==> config.mk <==
export PLATFORM = sky130hd
export DESIGN_NAME = color_intensity_solver
export DESIGN_NICKNAME = d
export VERILOG_FILES = /design/src/rtl/rrx_color_pkg.sv /design/src/rtl/intensity_divider.sv /design/src/rtl/color_intensity_solver.sv
export SDC_FILE = /design/constraint.sdc
export NUM_CORES = 1
export LEC_CHECK = 0
export CORE_ASPECT_RATIO = 0.9
export CORE_MARGIN = 2
export CORE_UTILIZATION = 45
export CTS_BUF_LIST = sky130_fd_sc_hd__clkbuf_8
export CTS_CLUSTER_DIAMETER = 30
export DETAILED_ROUTE_END_ITERATION = 6
export GPL_TIMING_DRIVEN = 0
export HOLD_SLACK_MARGIN = 0.1
export PLACE_DENSITY = 0.7
export SYNTH_ARGS = -nofsm -noshare
export SYNTH_HDL_FRONTEND = slang
export SYNTH_SLANG_ARGS = --single-unit
==> constraint.sdc <==
create_clock -name aclk -period 10.8 [get_ports aclk]
set_clock_uncertainty 0.1 [all_clocks]
set_input_delay 1.62 -clock aclk [delete_from_list [all_inputs] [get_ports aclk]]
set_output_delay 1.62 -clock aclk [all_outputs]
set_load 0.02 [all_outputs]
==> src/rtl/rrx_color_pkg.sv <==
// Shared constants and state encoding for the colour intensity solver.
// RRX_COLOR_INTENSITY_ROUND_EN adds a guard quotient bit for round-half-up.
package rrx_color_pkg;

    localparam int unsigned NUMBER_OF_SUB_PIXEL = 4;
    localparam logic [15:0] INTENSITY_ONE       = 16'hFFFF;

`ifdef RRX_COLOR_INTENSITY_ROUND_EN
    localparam int unsigned DIV_ITERS = 17;
`else
    localparam int unsigned DIV_ITERS = 16;
`endif

    typedef enum logic [1:0] {
        IDLE,
        SELECT,
        DIVIDE,
        DONE
    } state_e;

endpackage

==> src/rtl/intensity_divider.sv <==
// Serial restoring divider: one quotient bit per cycle, MSB first.
// done is high during the cycle whose clock edge performs the final iteration.
module intensity_divider #(
    parameter int unsigned Width = 9,
    parameter int unsigned Iters = 16
) (
    input  logic             aclk,
    input  logic             reset,
    input  logic             start,
    input  logic [Width-1:0] numerator,
    input  logic [Width-1:0] denominator,
    output logic             busy,
    output logic             done,
    output logic [Iters-1:0] quotient
);

    localparam int unsigned CntW = $clog2(Iters + 1);

    logic [Width-1:0] rem_q, rem_d, den_q;
    logic [Iters-1:0] quot_q;
    logic [CntW-1:0]  cnt_q;
    logic             busy_q;
    logic [Width:0]   rem_shift, rem_diff;
    logic             take;

    // Remainder stays below the denominator, so the doubled value fits in Width+1 bits.
    always_comb begin
        rem_shift = {rem_q, 1'b0};
        rem_diff  = rem_shift - {1'b0, den_q};
        take      = rem_shift >= {1'b0, den_q};
        rem_d     = take ? rem_diff[Width-1:0] : rem_shift[Width-1:0];
    end

    assign busy     = busy_q;
    assign done     = busy_q && (cnt_q == CntW'(Iters - 1));
    assign quotient = quot_q;

    always_ff @(posedge aclk or posedge reset) begin
        if (reset) begin
            rem_q  <= '0;
            den_q  <= '0;
            quot_q <= '0;
            cnt_q  <= '0;
            busy_q <= 1'b0;
        end else if (start) begin
            rem_q  <= numerator;
            den_q  <= denominator;
            quot_q <= '0;
            cnt_q  <= '0;
            busy_q <= 1'b1;
        end else if (busy_q) begin
            rem_q  <= rem_d;
            quot_q <= {quot_q[Iters-2:0], take};
            cnt_q  <= cnt_q + 1'b1;
            if (done) begin
                busy_q <= 1'b0;
            end
        end
    end

endmodule

==> src/rtl/color_intensity_solver.sv <==
// Recovers the blend intensity from two endpoint colours and a mixed colour.
// RRX_COLOR_INTENSITY_ROUND_EN selects a rounded instead of a truncated quotient.
module color_intensity_solver
    import rrx_color_pkg::*;
#(
    parameter int unsigned SUB_PIXEL_WIDTH = 8,
    localparam int unsigned PIXEL_WIDTH = NUMBER_OF_SUB_PIXEL * SUB_PIXEL_WIDTH
) (
    input  logic                   aclk,
    input  logic                   reset,
    input  logic                   s_valid,
    output logic                   s_ready,
    input  logic [PIXEL_WIDTH-1:0] s_colorA,
    input  logic [PIXEL_WIDTH-1:0] s_colorB,
    input  logic [PIXEL_WIDTH-1:0] s_mixedColor,
    output logic                   m_valid,
    input  logic                   m_ready,
    output logic [15:0]            m_intensity,
    output logic                   m_degenerate
);

    localparam int unsigned SPW = SUB_PIXEL_WIDTH;

    state_e                  state_q;
    logic [PIXEL_WIDTH-1:0]  a_q, b_q, m_q;
    logic                    s_ready_q, m_valid_q, m_degen_q, from_div_q;
    logic [15:0]             m_int_q;

    logic signed [SPW:0] diff_d [NUMBER_OF_SUB_PIXEL];
    logic signed [SPW:0] diff_n [NUMBER_OF_SUB_PIXEL];
    logic [SPW:0]        mag    [NUMBER_OF_SUB_PIXEL];
    logic [SPW:0]        best_mag;
    logic signed [SPW:0] sel_d, sel_n;
    logic                degenerate, n_nonpos, n_full;

    always_comb begin
        for (int i = 0; i < NUMBER_OF_SUB_PIXEL; i++) begin
            diff_d[i] = $signed({1'b0, a_q[i*SPW +: SPW]}) - $signed({1'b0, b_q[i*SPW +: SPW]});
            diff_n[i] = $signed({1'b0, m_q[i*SPW +: SPW]}) - $signed({1'b0, b_q[i*SPW +: SPW]});
            mag[i]    = diff_d[i][SPW] ? $unsigned(-diff_d[i]) : $unsigned(diff_d[i]);
        end
        sel_d    = diff_d[0];
        sel_n    = diff_n[0];
        best_mag = mag[0];
        // Strict compare keeps the lowest index on a tie.
        for (int i = 1; i < NUMBER_OF_SUB_PIXEL; i++) begin
            if (mag[i] > best_mag) begin
                best_mag = mag[i];
                sel_d    = diff_d[i];
                sel_n    = diff_n[i];
            end
        end
        if (sel_d < 0) begin
            sel_d = -sel_d;
            sel_n = -sel_n;
        end
        degenerate = (best_mag == '0);
        n_nonpos   = (sel_n <= 0);
        n_full     = (sel_n >= sel_d);
    end

    logic                 div_start, div_busy, div_done;
    logic [DIV_ITERS-1:0] div_quotient;
    logic [15:0]          div_result;

    assign div_start = (state_q == SELECT) && !degenerate && !n_nonpos && !n_full && !div_busy;

    intensity_divider #(
        .Width (SPW + 1),
        .Iters (DIV_ITERS)
    ) u_divider (
        .aclk        (aclk),
        .reset       (reset),
        .start       (div_start),
        .numerator   ($unsigned(sel_n)),
        .denominator ($unsigned(sel_d)),
        .busy        (div_busy),
        .done        (div_done),
        .quotient    (div_quotient)
    );

`ifdef RRX_COLOR_INTENSITY_ROUND_EN
    logic [16:0] rounded;
    assign rounded    = {1'b0, div_quotient[16:1]} + 17'(div_quotient[0]);
    assign div_result = rounded[16] ? INTENSITY_ONE : rounded[15:0];
`else
    assign div_result = div_quotient;
`endif

    assign s_ready      = s_ready_q;
    assign m_valid      = m_valid_q;
    assign m_degenerate = m_degen_q;
    // The divider's quotient register holds still once it finishes, so it is read directly.
    assign m_intensity  = from_div_q ? div_result : m_int_q;

    always_ff @(posedge aclk or posedge reset) begin
        if (reset) begin
            state_q    <= IDLE;
            a_q        <= '0;
            b_q        <= '0;
            m_q        <= '0;
            s_ready_q  <= 1'b1;
            m_valid_q  <= 1'b0;
            m_degen_q  <= 1'b0;
            m_int_q    <= '0;
            from_div_q <= 1'b0;
        end else begin
            unique case (state_q)
                IDLE: begin
                    if (s_valid) begin
                        a_q       <= s_colorA;
                        b_q       <= s_colorB;
                        m_q       <= s_mixedColor;
                        s_ready_q <= 1'b0;
                        state_q   <= SELECT;
                    end
                end
                SELECT: begin
                    from_div_q <= 1'b0;
                    m_degen_q  <= degenerate;
                    m_int_q    <= (!degenerate && !n_nonpos && n_full) ? INTENSITY_ONE : 16'h0000;
                    if (degenerate || n_nonpos || n_full) begin
                        m_valid_q <= 1'b1;
                        state_q   <= DONE;
                    end else begin
                        state_q   <= DIVIDE;
                    end
                end
                DIVIDE: begin
                    if (div_done) begin
                        from_div_q <= 1'b1;
                        m_valid_q  <= 1'b1;
                        state_q    <= DONE;
                    end
                end
                DONE: begin
                    if (m_ready) begin
                        m_valid_q <= 1'b0;
                        s_ready_q <= 1'b1;
                        state_q   <= IDLE;
                    end
                end
                default: state_q <= IDLE;
            endcase
        end
    end

endmodule

Word-level counts from Yosys, hierarchy flattened
Cells that the tools add are included.
{ "word_totals": {"out_inout_bits": 19, "regBits": 158} }
{ "classes": {"n_mux": 40, "n_reduce_logical": 24, "n_eq_ne": 8, "magnitude_cmp": 7, "addsub": 16} }
{ "ops": {"columns": ["op", "count"], "rows": [
  ["$mux W9", 18],
  ["$sub A8 B8 Y9", 8],
  ["$mux W16", 4],
  ["$neg A9 Y9", 6],
  ["$gt A9 B9 Y1", 3],
  ["$ge A10 B9 Y1", 1],
  ["$mux W5", 2],
  ["$ge A9 B9 Y1", 1],
  ["$le A9 B1 Y1 const B", 1],
  ["$logic_not A9 Y1", 1],
  ["$lt A9 B1 Y1 const B", 1],
  ["$mux W1", 9],
  ["$sub A9 B9 Y9", 1],
  ["$pmux W2 S4", 1],
  ["$logic_and A1 B1 Y1", 7],
  ["$mux W2", 3],
  ["$ne A2 B2 Y1 const B", 3],
  ["$reduce_and A3 Y1", 2],
  ["$reduce_bool A2 Y1", 3],
  ["$add A5 B1 Y5 const B", 1],
  ["$eq A5 B4 Y1 const B", 1],
  ["$eq A2 B2 Y1 const B", 2],
  ["$logic_not A1 Y1", 4],
  ["$pmux W1 S2", 2],
  ["other kinds (8)", 10]
]} }

Depth between registers and ports, before layout
{ "logic_depth": {"word_depth": 17, "depth_mapped": 61, "depth_no_buf": 56} }

Cells and area by module
A second synthesis with hierarchy kept.
{ "hier_totals": {"hier_cells": 1228, "area_unflattened_um2": 11549.8} }
{ "by_module_without_submodules": {"columns": ["mod", "area_each_um2", "instances", "cells_per_inst"], "rows": [
  ["color_intensity_solver", 9382.7, 1, 1014],
  ["intensity_divider", 2167.1, 1, 214]
]} }

Worst setup path after synthesis
OpenSTA, ideal clock, no wires.
{ "synth_timing": {"path_kind": "register to register", "from": "register a_q[0]", "to": "register u_divider.cnt_q[2]", "path_buffers": 8, "synth_period_minus_slack_ps": 11048, "path_stages_with_launch": 60, "setup_time_ps": 121, "t_required_ps": 10579, "path_slack_ps": -248, "arrival_ps": 10827, "path_cell_list": "dfrtp_1 > inv_1 > ha_1 > inv_1 > fa_1 > a21o_1 > a221oi_4 > o21ai_1 > inv_1 > nand2_1 > xnor2_1 > inv_1 > ha_1 > nand4_1 > o21ai_0 > a21oi_1 > a21oi_1 > nor2b_1 > [... 24 more ...] > a21oi_1 > ha_1 > o21ai_0 > ha_1 > a21o_1 > a21oi_1 > nor2b_1 > o21ai_0 > nand2b_1 > a21oi_1 > nor2b_1 > o21ai_0 > a22o_1 > nand2_1 > nor3_4 > a21oi_4 > buf_6 > a22o_1"} }
{ "synth_between": {"elab_chain_cells": 17, "elab_cells_between_ends": 32, "cone_classes": "add/sub: 4; order compare: 6; mux: 13; reduce/logical: 9"} }
{ "synth_rtl": {"columns": ["item", "line", "source"], "rows": [
  ["start: declaration", "color_intensity_solver.sv:25", "logic [PIXEL_WIDTH-1:0] a_q, b_q, m_q;"],
  ["start signal: assignment", "color_intensity_solver.sv:111", "a_q <= s_colorA;"],
  ["$sub A8 B8 Y9 *", "color_intensity_solver.sv:38", "diff_d[i] = $signed({1'b0, a_q[i*SPW +: SPW]}) - $signed({1'b0, b_q[i*SPW +: SPW]});"],
  ["$neg A9 Y9", "color_intensity_solver.sv:40", "mag[i] = diff_d[i][SPW] ? $unsigned(-diff_d[i]) : $unsigned(diff_d[i]);"],
  ["$mux W9", "color_intensity_solver.sv:40", null],
  ["$gt A9 B9 Y1", "color_intensity_solver.sv:47", "if (mag[i] > best_mag) begin"],
  ["$mux W9", "color_intensity_solver.sv:47", null],
  ["$gt A9 B9 Y1", "color_intensity_solver.sv:47", null],
  ["$mux W9", "color_intensity_solver.sv:47", null],
  ["$gt A9 B9 Y1", "color_intensity_solver.sv:47", null],
  ["$mux W9", "color_intensity_solver.sv:47", null],
  ["$neg A9 Y9 / $lt A9 B1 Y1 (equally long branches)", "color_intensity_solver.sv:55, color_intensity_solver.sv:53", null],
  ["$mux W9", "color_intensity_solver.sv:53", "if (sel_d < 0) begin"],
  ["$le A9 B1 Y1", "color_intensity_solver.sv:58", "n_nonpos = (sel_n <= 0);"],
  ["$logic_not A1 Y1", "color_intensity_solver.sv:66", "assign div_start = (state_q == SELECT) && !degenerate && !n_nonpos && !n_full && !div_busy;"],
  ["$logic_and A1 B1 Y1", "color_intensity_solver.sv:66", null],
  ["$logic_and A1 B1 Y1 * (2 in a row)", "color_intensity_solver.sv:66", null],
  ["$mux W5 / $reduce_bool A2 Y1 (equally long branches)", null, null],
  ["end signal: assignment", "intensity_divider.sv:54", "cnt_q <= cnt_q + 1'b1;"],
  ["end: declaration", "intensity_divider.sv:21", "logic [CntW-1:0] cnt_q;"]
]} }
Mark *: on every way between the ends. The rest lies on a longest branch, timed or not.
A chain may end at the register's enable or synchronous reset.

Worst setup path in the final report
Same ends and word-level chain as after synthesis.

==> results.sh <==
export IMPL_timing_rr_start="a_q[0]"
export IMPL_outcome="finished, final reports clean"
export IMPL_min_period_ns=10.61
export IMPL_crit_path_start="a_q[0]"
export IMPL_vias_per_cell=5.58
export IMPL_ys_flop_type="dfrtp_1"
export IMPL_synth_area_mux_share=0.122
export IMPL_start_util=0.456
export IMPL_startpoint_type="flop"
export IMPL_grt_pass1_vias=9716
export IMPL_syn_num_nets=1456
export IMPL_fillers=2149
export IMPL_synth_area_um2=11500
export IMPL_synth_area_top_cells="dfrtp_1 (31%), ha_1 (13%), mux2_2 (9.8%), xnor2_1 (3.7%), inv_1 (3.6%)"
export IMPL_clk_latency_ns=0.48
export IMPL_globalRouteTotalUtil=0.241
export IMPL_fmax_ghz=0.0942
export IMPL_dr_pass1_iters=7
export IMPL_cts_clk_slew_worst_paths_ns=0.09
export IMPL_die_x_um=172
export IMPL_synth_xor_area_frac=0.0619
export IMPL_core_area_um2=25100
export IMPL_cp_arrival_ns=10.86
export IMPL_final_cell_mix="dfrtp_1 (142), clkdlybuf4s50_1 (118), ha_1 (113)"
export IMPL_synthSimpleGateAreaFrac=0.120
export IMPL_drc=0
export IMPL_synth_fa_ha_area_frac=0.149
export IMPL_ys_warnings_count=0
export IMPL_hold_path_class="flop to flop"
export IMPL_cts_root_buffer="clkbuf_8"
export IMPL_synth_compound_area_share=0.184
export IMPL_drt_total_wl_mm=32.0
export IMPL_drv_slew=0
export IMPL_post_dp_hpwl_mm=24.2
export IMPL_std_cell_rows=55
export IMPL_max_stage_delay_ns=0.42
export IMPL_ys_types=78
export IMPL_multi_input_comb_area_um2=7890
export IMPL_synth_top_area_frac=0.310
export IMPL_holdPathStages=1
export IMPL_fin_nets=1645
export IMPL_worst_setup_path_type="flop to flop"
export IMPL_synth_seq_cells=143
export IMPL_dr_total_vias=9880
export IMPL_first_iter_violations=803
export IMPL_tightest_slew_ns=0.936
export IMPL_worstHoldStart="u_divider.cnt_q[4]"
export IMPL_synth_top_family_by_area="compound AO/OA/AOI/OAI gates"
export IMPL_end_kind="flop"
export IMPL_htree_levels=4
export IMPL_rr_worst_depth=54
export IMPL_postSynthCellCount=1226
export IMPL_area_growth_pct=27.8
export IMPL_max_cap_viol_count=0
export IMPL_slew_headroom=0.376
export IMPL_worstPathRequired_ns=11.05
export IMPL_final_util=0.583
export IMPL_synth_edf_count=0
export IMPL_cp_max_fo=10
export IMPL_grt_ovfl_total=0
export IMPL_synth_area_leader_cell="dfrtp_1"
export IMPL_hold_violations=0
export IMPL_grt_first_pass_wirelength_mm=50.3
export IMPL_grt_max_degree=75
export IMPL_cts_tree="yes"
export IMPL_fp_dieH_um=155
export IMPL_n_antenna_cell=0
export IMPL_gp_congestion=0.974
export IMPL_clock_sinks=143
export IMPL_slowest_stage="a2111oi_4"
export IMPL_io_buffer_count=118
export IMPL_clockBufferDepth=2
export IMPL_synth_async_reset_ratio=1.00
export IMPL_ff_latch_area_um2=3580
export IMPL_io_pins=119
export IMPL_ant_nets=0
export IMPL_cts_buffers=17
export IMPL_wire_per_inst_um=18.1
export IMPL_die_area_um2=26800
export IMPL_post_route_period_util=0.983
export IMPL_ys_seq_area_frac=0.312
export IMPL_layout_commonest_cell="dfrtp_1"
export IMPL_avgSynthCellArea_um2=9.35
export IMPL_finalSetupViolCount=0
export IMPL_drive_gt1_frac=0.218
export IMPL_antenna_found_initial=0
[path summary, 6_finish.rpt]
path,end,slack [ns]
min in group asynchronous,m_q[24],1.50
setup / recovery,u_divider.cnt_q[2],0.19
hold / removal,u_divider.cnt_q[4],0.40
hold reg to reg,u_divider.cnt_q[4],0.40
max in group asynchronous,b_q[1],8.31
setup reg to reg,u_divider.cnt_q[2],0.19
[Yosys cell counts (all sizes together), types with 7 or more instances]
library cell	number
mux2	101
o21ai	70
nor2b	19
a21o	33
a22o	23
nand3	18
xor2	32
and3	7
mux2i	26
inv	109
a21oi	71
nor2	70
xnor2	49
a31oi	18
o21bai	9
nand2b	21
nand4	8
nand2	97
or2	7
buf	13
o211ai	8
fa	9
clkbuf	27
a211oi	19
nor3	20
dfrtp	142
ha	121
o21a	9
[area by class of cell]
class,instances,share of cell area
well taps,342,0.0292
inverters,109,0.0283
clock buffers,19,0.0179
plain buffers,38,0.0196
clock inverters,13,0.0105
flip-flops and latches,143,0.245
repair buffers,172,0.111
multi-input cells,934,0.539
[critical path, delay by kind of cell (launching register included)]
family                   cells  cell delay (ns)
AO/OA/AOI/OAI               20             4.55
buffers and inverters       13             1.73
AND/OR/NAND/NOR             12             1.64
multiplexers                 1             0.33
XOR/XNOR                     2             0.27
adder cells (fa/ha/maj)      6             1.43
flip-flops                   1             0.40
[stage by stage]
step	setup slack [ns]	TNS [ns]	cells	area, um^2	hold slack, ns
6_report	0.187	0	1770	14600	0.399
5_1_grt	-0.180	-4.80	1770	14600	0.414
4_1_cts	0.0158	0	1736	14000	0.399
3_5_place_dp	-2.43	-94.58	1687	13100	0.374
3_3_place_gp	-2.41	-93.77	1686	13100	0.373
2_1_floorplan	0.0274	0	1226	11500	0.344
[registers in the layout (all words and copies together), names as in the netlist]
signal / count
u_divider.cnt_q: 5
m_degenerate: 1
u_divider.rem_q: 9
u_divider.busy: 1
a_q: 32
state_q: 2
u_divider.quotient: 16
u_divider.den_q: 9
b_q: 32
s_ready: 1
m_int_q: 1
from_div_q: 1
m_valid: 1
m_q: 32
[per-layer routing]
layer | vias up | GRT usage | share of wire
li1 | 4727 | - | -
met1 | 4792 | 0.346 | 0.47
met2 | 301 | 0.377 | 0.45
met3 | 60 | 0.0328 | 0.054
met4 | 0 | 0.0760 | 0.027
met5 | - | 0 | 0
[logic make-up (layout without fill, tap and decap cells)]
kind of cell / after synthesis / after routing
and+or+nand+nor: 289 / 289
xor gates and xnor gates: 81 / 81
adders and majority gates: 131 / 131
muxes: 127 / 127
DFF: 143 / 143
buffers and inverters: 149 / 351
AOI/OAI and AO/OA: 306 / 306
[what timing repair did]
action | CTS | global route
hold endpoints to repair | 0 | 0
cloned | 0 | 2
endpoints found under the setup margin | 43 | 43
setup buffers | 18 | 33
gates resized for setup | 77 | 91
hold buffers | 0 | 0
pin swaps | 12 | 35
Power is not shown: default switching activity piles up to over one toggle a cycle in this logic, so the estimate is an artifact.
